File: src/rtl/alu_result_deserializer_if.sv
// Serial response line from the ALU plus the decoded result bus towards the monitor.
interface alu_result_deserializer_if;
  logic        sout;
  logic        res_valid;
  logic [31:0] res_c;
  logic [3:0]  res_flags;
  logic        res_crc_ok;
  logic        res_err;
  logic [5:0]  res_err_flags;
  logic        res_parity_ok;
  logic        frame_err;

  modport master (
    output sout,
    input  res_valid, res_c, res_flags, res_crc_ok, res_err,
    input  res_err_flags, res_parity_ok, frame_err
  );

  modport slave (
    input  sout,
    output res_valid, res_c, res_flags, res_crc_ok, res_err,
    output res_err_flags, res_parity_ok, frame_err
  );
endinterface

File: src/rtl/alu_result_deserializer.sv
// Decodes ALU serial response frames (4 DATA + CTL, or a single error CTL) into
// a one-cycle result pulse with CRC/parity status; framing faults pulse frame_err.
module alu_result_deserializer #(
  parameter int unsigned GAP_MAX = 64
) (
  input  logic                          clk,
  input  logic                          rst_n,
  alu_result_deserializer_if.slave      bus
);

  typedef enum logic [2:0] {
    S_IDLE,
    S_TYPE,
    S_PAYLOAD,
    S_STOP,
    S_GAP,
    S_DONE
  } state_e;

  state_e      state_q, state_d;
  logic [2:0]  bitcnt_q, bitcnt_d;
  logic [7:0]  byte_q, byte_d;
  logic        type_q, type_d;
  logic [2:0]  n_q, n_d;
  logic [31:0] c_q, c_d;
  logic [31:0] gap_q, gap_d;

  logic        res_valid_q, res_valid_d;
  logic        frame_err_q, frame_err_d;
  logic [31:0] res_c_q, res_c_d;
  logic [3:0]  res_flags_q, res_flags_d;
  logic        res_crc_ok_q, res_crc_ok_d;
  logic        res_err_q, res_err_d;
  logic [5:0]  res_err_flags_q, res_err_flags_d;
  logic        res_parity_ok_q, res_parity_ok_d;

  // CRC3 (x^3+x+1) over {C, 1'b0, flags}, MSB first, evaluated once the CTL byte is in.
  function automatic logic [2:0] crc3(input logic [36:0] v);
    logic [2:0] c;
    logic       fb;
    c = '0;
    for (int unsigned i = 0; i < 37; i++) begin
      fb = v[36-i] ^ c[2];
      c  = {c[1], c[0] ^ fb, fb};
    end
    return c;
  endfunction

  logic [2:0] crc_calc;
  assign crc_calc = crc3({c_q, 1'b0, byte_q[6:3]});

  always_comb begin
    state_d         = state_q;
    bitcnt_d        = bitcnt_q;
    byte_d          = byte_q;
    type_d          = type_q;
    n_d             = n_q;
    c_d             = c_q;
    gap_d           = gap_q;
    res_valid_d     = 1'b0;
    frame_err_d     = 1'b0;
    res_c_d         = res_c_q;
    res_flags_d     = res_flags_q;
    res_crc_ok_d    = res_crc_ok_q;
    res_err_d       = res_err_q;
    res_err_flags_d = res_err_flags_q;
    res_parity_ok_d = res_parity_ok_q;

    unique case (state_q)
      S_IDLE: begin
        n_d   = '0;
        c_d   = '0;
        gap_d = '0;
        if (!bus.sout) state_d = S_TYPE;
      end
      S_TYPE: begin
        type_d   = bus.sout;
        bitcnt_d = 3'd7;
        state_d  = S_PAYLOAD;
      end
      S_PAYLOAD: begin
        byte_d   = {byte_q[6:0], bus.sout};
        bitcnt_d = bitcnt_q - 3'd1;
        if (bitcnt_q == 3'd0) state_d = S_STOP;
      end
      S_STOP: begin
        gap_d = '0;
        if (!bus.sout) begin
          frame_err_d = 1'b1;
        end else if (!type_q) begin
          if (n_q != 3'd4) begin
            c_d     = {c_q[23:0], byte_q};
            n_d     = n_q + 3'd1;
            state_d = S_GAP;
          end else begin
            frame_err_d = 1'b1;
          end
        end else if (!byte_q[7]) begin
          if (n_q == 3'd4) begin
            res_valid_d     = 1'b1;
            res_c_d         = c_q;
            res_flags_d     = byte_q[6:3];
            res_crc_ok_d    = (crc_calc == byte_q[2:0]);
            res_err_d       = 1'b0;
            res_err_flags_d = '0;
            res_parity_ok_d = 1'b1;
          end else begin
            frame_err_d = 1'b1;
          end
        end else begin
          if (n_q == 3'd0) begin
            res_valid_d     = 1'b1;
            res_c_d         = '0;
            res_flags_d     = '0;
            res_crc_ok_d    = 1'b1;
            res_err_d       = 1'b1;
            res_err_flags_d = byte_q[6:1];
            res_parity_ok_d = ~(^byte_q);
          end else begin
            frame_err_d = 1'b1;
          end
        end
        if (res_valid_d) state_d = S_DONE;
      end
      S_GAP: begin
        if (!bus.sout) begin
          gap_d   = '0;
          state_d = S_TYPE;
        end else if (GAP_MAX != 0 && gap_q == 32'(GAP_MAX - 1)) begin
          frame_err_d = 1'b1;
        end else begin
          gap_d = gap_q + 32'd1;
        end
      end
      S_DONE: begin
        n_d     = '0;
        c_d     = '0;
        state_d = S_IDLE;
      end
      default: state_d = S_IDLE;
    endcase

    // Any framing fault drops the partial response and re-hunts for a start bit.
    if (frame_err_d) begin
      state_d = S_IDLE;
      n_d     = '0;
      c_d     = '0;
      gap_d   = '0;
    end
  end

  always_ff @(posedge clk) begin
    if (!rst_n) begin
      state_q         <= S_IDLE;
      bitcnt_q        <= '0;
      byte_q          <= '0;
      type_q          <= 1'b0;
      n_q             <= '0;
      c_q             <= '0;
      gap_q           <= '0;
      res_valid_q     <= 1'b0;
      frame_err_q     <= 1'b0;
      res_c_q         <= '0;
      res_flags_q     <= '0;
      res_crc_ok_q    <= 1'b0;
      res_err_q       <= 1'b0;
      res_err_flags_q <= '0;
      res_parity_ok_q <= 1'b0;
    end else begin
      state_q         <= state_d;
      bitcnt_q        <= bitcnt_d;
      byte_q          <= byte_d;
      type_q          <= type_d;
      n_q             <= n_d;
      c_q             <= c_d;
      gap_q           <= gap_d;
      res_valid_q     <= res_valid_d;
      frame_err_q     <= frame_err_d;
      res_c_q         <= res_c_d;
      res_flags_q     <= res_flags_d;
      res_crc_ok_q    <= res_crc_ok_d;
      res_err_q       <= res_err_d;
      res_err_flags_q <= res_err_flags_d;
      res_parity_ok_q <= res_parity_ok_d;
    end
  end

  assign bus.res_valid     = res_valid_q;
  assign bus.frame_err     = frame_err_q;
  assign bus.res_c         = res_c_q;
  assign bus.res_flags     = res_flags_q;
  assign bus.res_crc_ok    = res_crc_ok_q;
  assign bus.res_err       = res_err_q;
  assign bus.res_err_flags = res_err_flags_q;
  assign bus.res_parity_ok = res_parity_ok_q;

endmodule

File: src/flat_wrapper.sv
// flat-port wrapper written by rule: the top's interface ports become plain ports
module alu_result_deserializer_flat 
#(
  parameter int unsigned GAP_MAX = 64
)
  (clk, rst_n, bus_sout, bus_res_valid, bus_res_c, bus_res_flags, bus_res_crc_ok, bus_res_err, bus_res_err_flags, bus_res_parity_ok, bus_frame_err);
  alu_result_deserializer_if bus_i ();
  input  logic clk;
  input  logic rst_n;
  input wire logic [$bits(bus_i.sout)-1:0] bus_sout;
  output wire logic [$bits(bus_i.res_valid)-1:0] bus_res_valid;
  output wire logic [$bits(bus_i.res_c)-1:0] bus_res_c;
  output wire logic [$bits(bus_i.res_flags)-1:0] bus_res_flags;
  output wire logic [$bits(bus_i.res_crc_ok)-1:0] bus_res_crc_ok;
  output wire logic [$bits(bus_i.res_err)-1:0] bus_res_err;
  output wire logic [$bits(bus_i.res_err_flags)-1:0] bus_res_err_flags;
  output wire logic [$bits(bus_i.res_parity_ok)-1:0] bus_res_parity_ok;
  output wire logic [$bits(bus_i.frame_err)-1:0] bus_frame_err;
  assign bus_i.sout = bus_sout;
  assign bus_res_valid = bus_i.res_valid;
  assign bus_res_c = bus_i.res_c;
  assign bus_res_flags = bus_i.res_flags;
  assign bus_res_crc_ok = bus_i.res_crc_ok;
  assign bus_res_err = bus_i.res_err;
  assign bus_res_err_flags = bus_i.res_err_flags;
  assign bus_res_parity_ok = bus_i.res_parity_ok;
  assign bus_frame_err = bus_i.frame_err;
  alu_result_deserializer #(.GAP_MAX(GAP_MAX)) u_core (.clk(clk), .rst_n(rst_n), .bus(bus_i));
endmodule
File: config.mk
export PLATFORM = sky130hd
export DESIGN_NAME = alu_result_deserializer_flat
export DESIGN_NICKNAME = d
export VERILOG_FILES = /design/src/rtl/alu_result_deserializer_if.sv /design/src/rtl/alu_result_deserializer.sv /design/src/flat_wrapper.sv
export SDC_FILE = /design/constraint.sdc
export NUM_CORES = 1
export LEC_CHECK = 0
export CORE_MARGIN = 4
export CORE_UTILIZATION = 52
export DETAILED_ROUTE_END_ITERATION = 16
export PLACE_DENSITY = 0.76
export SLEW_MARGIN = 15
export SYNTH_ARGS = -nofsm -noshare
export SYNTH_HDL_FRONTEND = slang
export SYNTH_SLANG_ARGS = --single-unit
File: constraint.sdc
create_clock -name clk -period 2.33 [get_ports clk]
set_input_delay 0.5825 -clock clk [delete_from_list [all_inputs] [get_ports clk]]
set_output_delay 0.5825 -clock clk [all_outputs]
set_load 0.03 [all_outputs]
[Word level (Yosys, flattened, before mapping)]
Index checks and enable logic that the tools add are counted.
Word-level totals
  register bits: 129
  output and inout bits: 47
Cells by class
  add/sub/neg operators: 3
  equality and inequality tests: 19
  mux-type cells: 51
  bitwise gates (word level): 72
  reduce and logical (&&, ||, !) cells: 17
Operators with widths (number)
  $mux W32: 8
  $pmux W32 S2: 2
  $xor A1 B1 Y1: 70
  $add A32 B1 Y32 const B: 1
  $eq A32 B6 Y1 const B: 1
  $mux W3: 9
  $mux W1: 22
  $mux W6: 3
  $mux W4: 3
  $pmux W3 S2: 2
  $pmux W3 S4: 1
  $reduce_and A5 Y1: 2
  $eq A3 B3 Y1 const B: 3
  $logic_not A3 Y1: 3
  $ne A3 B3 Y1 const B: 3
  $ne A2 B2 Y1 const B: 4
  $reduce_bool A2 Y1: 4
  $reduce_or A2 Y1: 4
  $reduce_xor A8 Y1: 1
  $eq A3 B2 Y1 const B: 2
  $ne A2 B1 Y1 const B: 2
  $reduce_and A2 Y1: 2
  $reduce_and A4 Y1: 1
  $add A3 B1 Y3 const B: 1
  7 further kinds: 8

[Logic depth before layout (Yosys ltp)]
  depth in word-level cells: 38
  gate-level depth with buffers: 10

[Least setup slack after synthesis]
No wires, ideal clock.
  path type: input to register
  start point: in bus_sout
  end point: reg u_core.gap_q[20]
  library setup time: 117 ps
  data arrival time: 2290 ps
  path slack: -77 ps
  stages on the path: 8
  buffers on the path: 3
  path through: clkbuf_1 > nand3_1 > nor4_1 > nor2_1 > nand3_1 > clkbuf_1 > buf_2 > nor2_1
Between the ends
  cells in the longest elaborated chain, start to end: 3
  elaborated cells on any way between the ends: 8
  those cells by class: eq/ne: 1; mux: 5; reduce/logical: 2
RTL lines
  start, declared: RTL line flat_wrapper.sv:10  | input wire logic [$bits(bus_i.sout)-1:0] bus_sout;
  $mux W1 (on tied branches): RTL line alu_result_deserializer.sv:126, alu_result_deserializer.sv:88
  $pmux W1 S2: RTL line alu_result_deserializer.sv:69  | unique case (state_q)
  $reduce_or A2 Y1 (no source line)
  end signal, assigned: RTL line alu_result_deserializer.sv:176  | gap_q <= gap_d;
  end, declared: RTL line alu_result_deserializer.sv:26  | logic [31:0] gap_q, gap_d;
Parallel ways exist; a longest one is shown, timed or not.
A chain may end at the register's enable or synchronous reset.

[Worst setup path after layout]
  start point: reg u_core.c_q[21]
  end point: reg u_core.res_crc_ok_q (netlist: u_core.bus.res_crc_ok)
Between the ends
  cells in the longest elaborated chain, start to end: 30
  elaborated cells on any way between the ends: 55
  those cells by class: eq/ne: 1; mux: 2; bitwise: 52
RTL lines
  start, declared: RTL line alu_result_deserializer.sv:25  | logic [31:0] c_q, c_d;
  start signal, assigned: RTL line alu_result_deserializer.sv:159  | c_q <= '0;
  start signal, assigned: RTL line alu_result_deserializer.sv:175  | c_q <= c_d;
  $xor A1 B1 Y1 (*): RTL line alu_result_deserializer.sv:43  | fb = v[36-i] ^ c[2];
  $xor A1 B1 Y1: RTL line alu_result_deserializer.sv:44  | c = {c[1], c[0] ^ fb, fb};
  $xor A1 B1 Y1: RTL line alu_result_deserializer.sv:43
  $xor A1 B1 Y1: RTL line alu_result_deserializer.sv:44
  $xor A1 B1 Y1: RTL line alu_result_deserializer.sv:43
  $xor A1 B1 Y1: RTL line alu_result_deserializer.sv:44
  $xor A1 B1 Y1: RTL line alu_result_deserializer.sv:43
  $xor A1 B1 Y1: RTL line alu_result_deserializer.sv:44
  [... 13 more ...]
  $xor A1 B1 Y1 (2 in a row): RTL line alu_result_deserializer.sv:44
  $xor A1 B1 Y1: RTL line alu_result_deserializer.sv:43
  $xor A1 B1 Y1: RTL line alu_result_deserializer.sv:44
  $xor A1 B1 Y1: RTL line alu_result_deserializer.sv:43
  $xor A1 B1 Y1: RTL line alu_result_deserializer.sv:44
  $eq A3 B3 Y1 (*): RTL line alu_result_deserializer.sv:103  | res_crc_ok_d = (crc_calc == byte_q[2:0]);
  $mux W1 (*): RTL line alu_result_deserializer.sv:99  | if (n_q == 3'd4) begin
  $mux W1 (*): RTL line alu_result_deserializer.sv:98  | end else if (!byte_q[7]) begin
  end signal, assigned: RTL line alu_result_deserializer.sv:181  | res_crc_ok_q <= res_crc_ok_d;
  end, declared: RTL line alu_result_deserializer.sv:32  | logic res_crc_ok_q, res_crc_ok_d;
Mark *: on every way between the ends. The rest lies on a longest branch, timed or not. The select of a mux whose other input is x is not followed.

==> metrics.cfg <==
[floorplan]
initial_core_util = 0.5369
dieHeight_um = 111.5
rows = 37
die_w_um = 111.5
pin_count = 50
die-area_um2 = 12430
coreArea_um2 = 10370

[final_layout]
area_growth_syn_to_layout_pct = 27.33
layout.cells.non_filler = 823
nets = 684
n_antenna_cell = 0
final_util = 0.6836
design_area_um2 = 7089
drive_gt1_frac = 0.1310

[placement]
dp.cells = 790
place.gp.congestion = 0.8185
placed_area_um2 = 6459
hpwl_um = 8671
portBuffers = 49

[clock_network]
clk_latency_ns = 0.53
cts_buffers = 17
cts_root_buffer = clkbuf_8
ctsHoldBuffers = 0
htreeDepth = 4
tritoncts = done
cts_sinks = 129
clkTransAtPathRegs_ns = 0.06
cts_max_path_buffers = 2

[synthesis]
synthDistinctLibCells = 47
syn_nets = 614
synth_edf_count = 0
synth_warnings = 0
yosysSeqAreaShare = 0.4638
async_flop_share = 0
synth_top_area_share = 0.4638
synth_cells = 604
avgSynthCellArea_um2 = 9.218
yosys-top-cells-area = dfxtp_1 46%, nand2_1 6.4%, xnor2_1 6.0%, a22o_1 5.5%, xor2_1 4.6%
ys.flop_type = dfxtp_1
ys_ff_latch = 129
synth_largest_area_cell = dfxtp_1
synth_area_um2 = 5568

[routing]
avgRoutedWirePerCell_um = 15.91
dr_total_vias = 4517
drt-initial-drc-count = 276
viasPerCell = 5.488
antenna_left = 0
drt-total-wl_um = 13100
drc = 0
drtPass1Iterations = 4

[worst_setup_path]
critPathKind = reg -> reg
crit_slowest_cell = xnor3_1
worstPathCellList = xor2_1, xnor3_1, xnor2_2, xor2_1, nand3_1, a211o_1, a41oi_1
crit_required_ns = 2.78
reg2reg_depth = 7
startpoint_type = flop
crit_path_end_kind = flop
crit_top_cell = xor2_1
crit_fanout = 4
cp_slowest_stage_delay_ns = 0.49
worst_ep_arrival_time_ns = 2.72

[sta]
skew_ns = 0.008278
slew_violations = 0
min_period_over_period = 0.9739
slew-limit-headroom = 0.6687
fin_tns_setup_ns = 0
fmax_ghz = 0.4407
worstMarginPinSlew_ns = 0.4933
setup_viol = 0
hold_violations = 0
layout_min_cycle_time_ns = 2.269

[power]
finalPower_mw = 4.921
ir_drop_mv = 0.4541
power_leakage_nw = 2.517
power_density_nw_per_um2 = 694.1

[run_status]
run_status = finished clean

[min_path]
hold_path.class = reg -> reg
min_path_cells = 2

[grt]
grt_pass1_wl_um = 21780
grt_pass1_vias = 4484
antenna_found_initial = 0
overflow = 0
grt_usage = 0.2125
grt_max_degree = 36

[job]
drv_cap = 0

## worst max-delay path, delay by kind of cell (launching register included)
family / cells / cell delay (ns)
XOR/XNOR: 4 / 1.16
AO/OA/AOI/OAI: 2 / 0.51
flip-flops: 1 / 0.42
AND/OR/NAND/NOR: 1 / 0.11
## what timing repair did
action	4_1_cts	5_1_grt
setup endpoints to repair	1	71
resized for setup	3	12
pin swaps	1	4
setup buffers	0	1
## cell type report
| cell class | count | area, µm² |
|---|---|---|
| fillers | 808 | 3281 |
| multi-input cells | 435 | 2933 |
| flip-flops and latches | 129 | 2584 |
| repair buffers | 84 | 840.8 |
| clock buffers | 19 | 431.7 |
| well taps | 136 | 170.2 |
| clock inverters | 13 | 103.9 |
| inverters | 7 | 26.28 |
## sequential cells by signal, summed over array words and instances, names as in the netlist
register                  flops
u_core.type_q                 1
u_core.bus.res_crc_ok         1
u_core.bus.res_err_flags      6
u_core.bus.frame_err          1
u_core.bitcnt_q               3
u_core.state_q                3
u_core.bus.res_c             32
u_core.bus.res_flags          4
u_core.n_q                    3
u_core.bus.res_valid          1
u_core.bus.res_err            1
u_core.c_q                   32
u_core.bus.res_parity_ok      1
u_core.byte_q                 8
u_core.gap_q                 32
## per-layer routing
layer | vias to the layer above | global-route usage | part of all wire
met5 | - | 0 | 0
met4 | 0 | 0.08029 | 0.018
li1 | 2216 | - | -
met1 | 2185 | 0.2578 | 0.44
met2 | 97 | 0.3655 | 0.51
met3 | 19 | 0.05163 | 0.038
## placed cells by master, fill, tap and decap left out, types with 2 or more instances in the layout
cell type,count
a2111oi_2,2
a21boi_1,8
a21oi_1,49
a22o_1,35
and2_1,4
and3_1,6
and4_1,3
buf_12,7
buf_4,28
clkbuf_16,16
clkbuf_8,2
clkdlybuf4s50_1,49
clkinv_4,2
clkinvlp_4,5
dfxtp_1,128
ha_1,6
inv_1,6
inv_6,5
mux2i_1,12
nand2_1,95
nand2b_1,2
nand3_1,26
nand4_1,9
nor2_1,51
nor2b_1,13
nor3_1,6
nor4_1,5
o21ai_0,5
o221a_2,3
o221ai_1,2
xnor2_1,33
xnor2_2,4
xnor2_4,3
xnor3_1,5
xnor3_2,2
xor2_1,29
## power breakdown
| group | internal [mW] | total, mW | switching [mW] |
|---|---|---|---|
| combinational | 0.112 | 0.275 | 0.163 |
| sequential | 2.23 | 2.25 | 0.0279 |
| clock | 1.35 | 2.39 | 1.04 |
| total | 3.69 | 4.92 | 1.23 |
## metrics by stage
stage	setup WS, ns	hold WS, ns
2_1_floorplan	0.001618	0.4530
3_3_place_gp	0.005619	0.4402
3_5_place_dp	-0.06792	0.4468
4_1_cts	0.002768	0.4530
5_1_grt	-0.02346	0.4751
6_report	0.06086	0.4476
## path summary, 6_finish.rpt
path | slack [ns] | end | startpoint
setup / recovery | 0.06 | u_core.bus.res_crc_ok | u_core.c_q[21]
hold / removal | 0.45 | u_core.bus.res_err_flags[3] | u_core.bus.res_err_flags[3]
setup reg to reg | 0.06 | u_core.bus.res_crc_ok | u_core.c_q[21]
hold reg to reg | 0.45 | u_core.bus.res_err_flags[3] | u_core.bus.res_err_flags[3]
## cell families after synthesis
group,Yosys count,share of synthesized area
AND/OR/NAND/NOR,229,0.1881
flip-flops,129,0.4638
AO/OA/AOI/OAI,109,0.1344
XOR/XNOR,78,0.1492
buffers and inverters,40,0.02719
multiplexers,12,0.02157
adder cells (fa/ha/maj),7,0.01573
## synth_stat cells, types with 3 or more instances
library cell    n
clkbuf_1       32
a21oi_1        49
ha_1            7
mux2i_1        12
o221a_2         3
nor3_1          6
a22o_1         35
inv_1           6
xor2_1         29
a21boi_1        8
nor2b_1        13
xnor2_1        38
and3_1          6
o21ai_0         5
and4_1          3
and2_1          4
xnor3_1         6
nand2_1        95
nor4_1          6
dfxtp_1       129
nand3_1        26
nor2_1         51
nand4_1         9
Power figures use the tool's default switching activity.
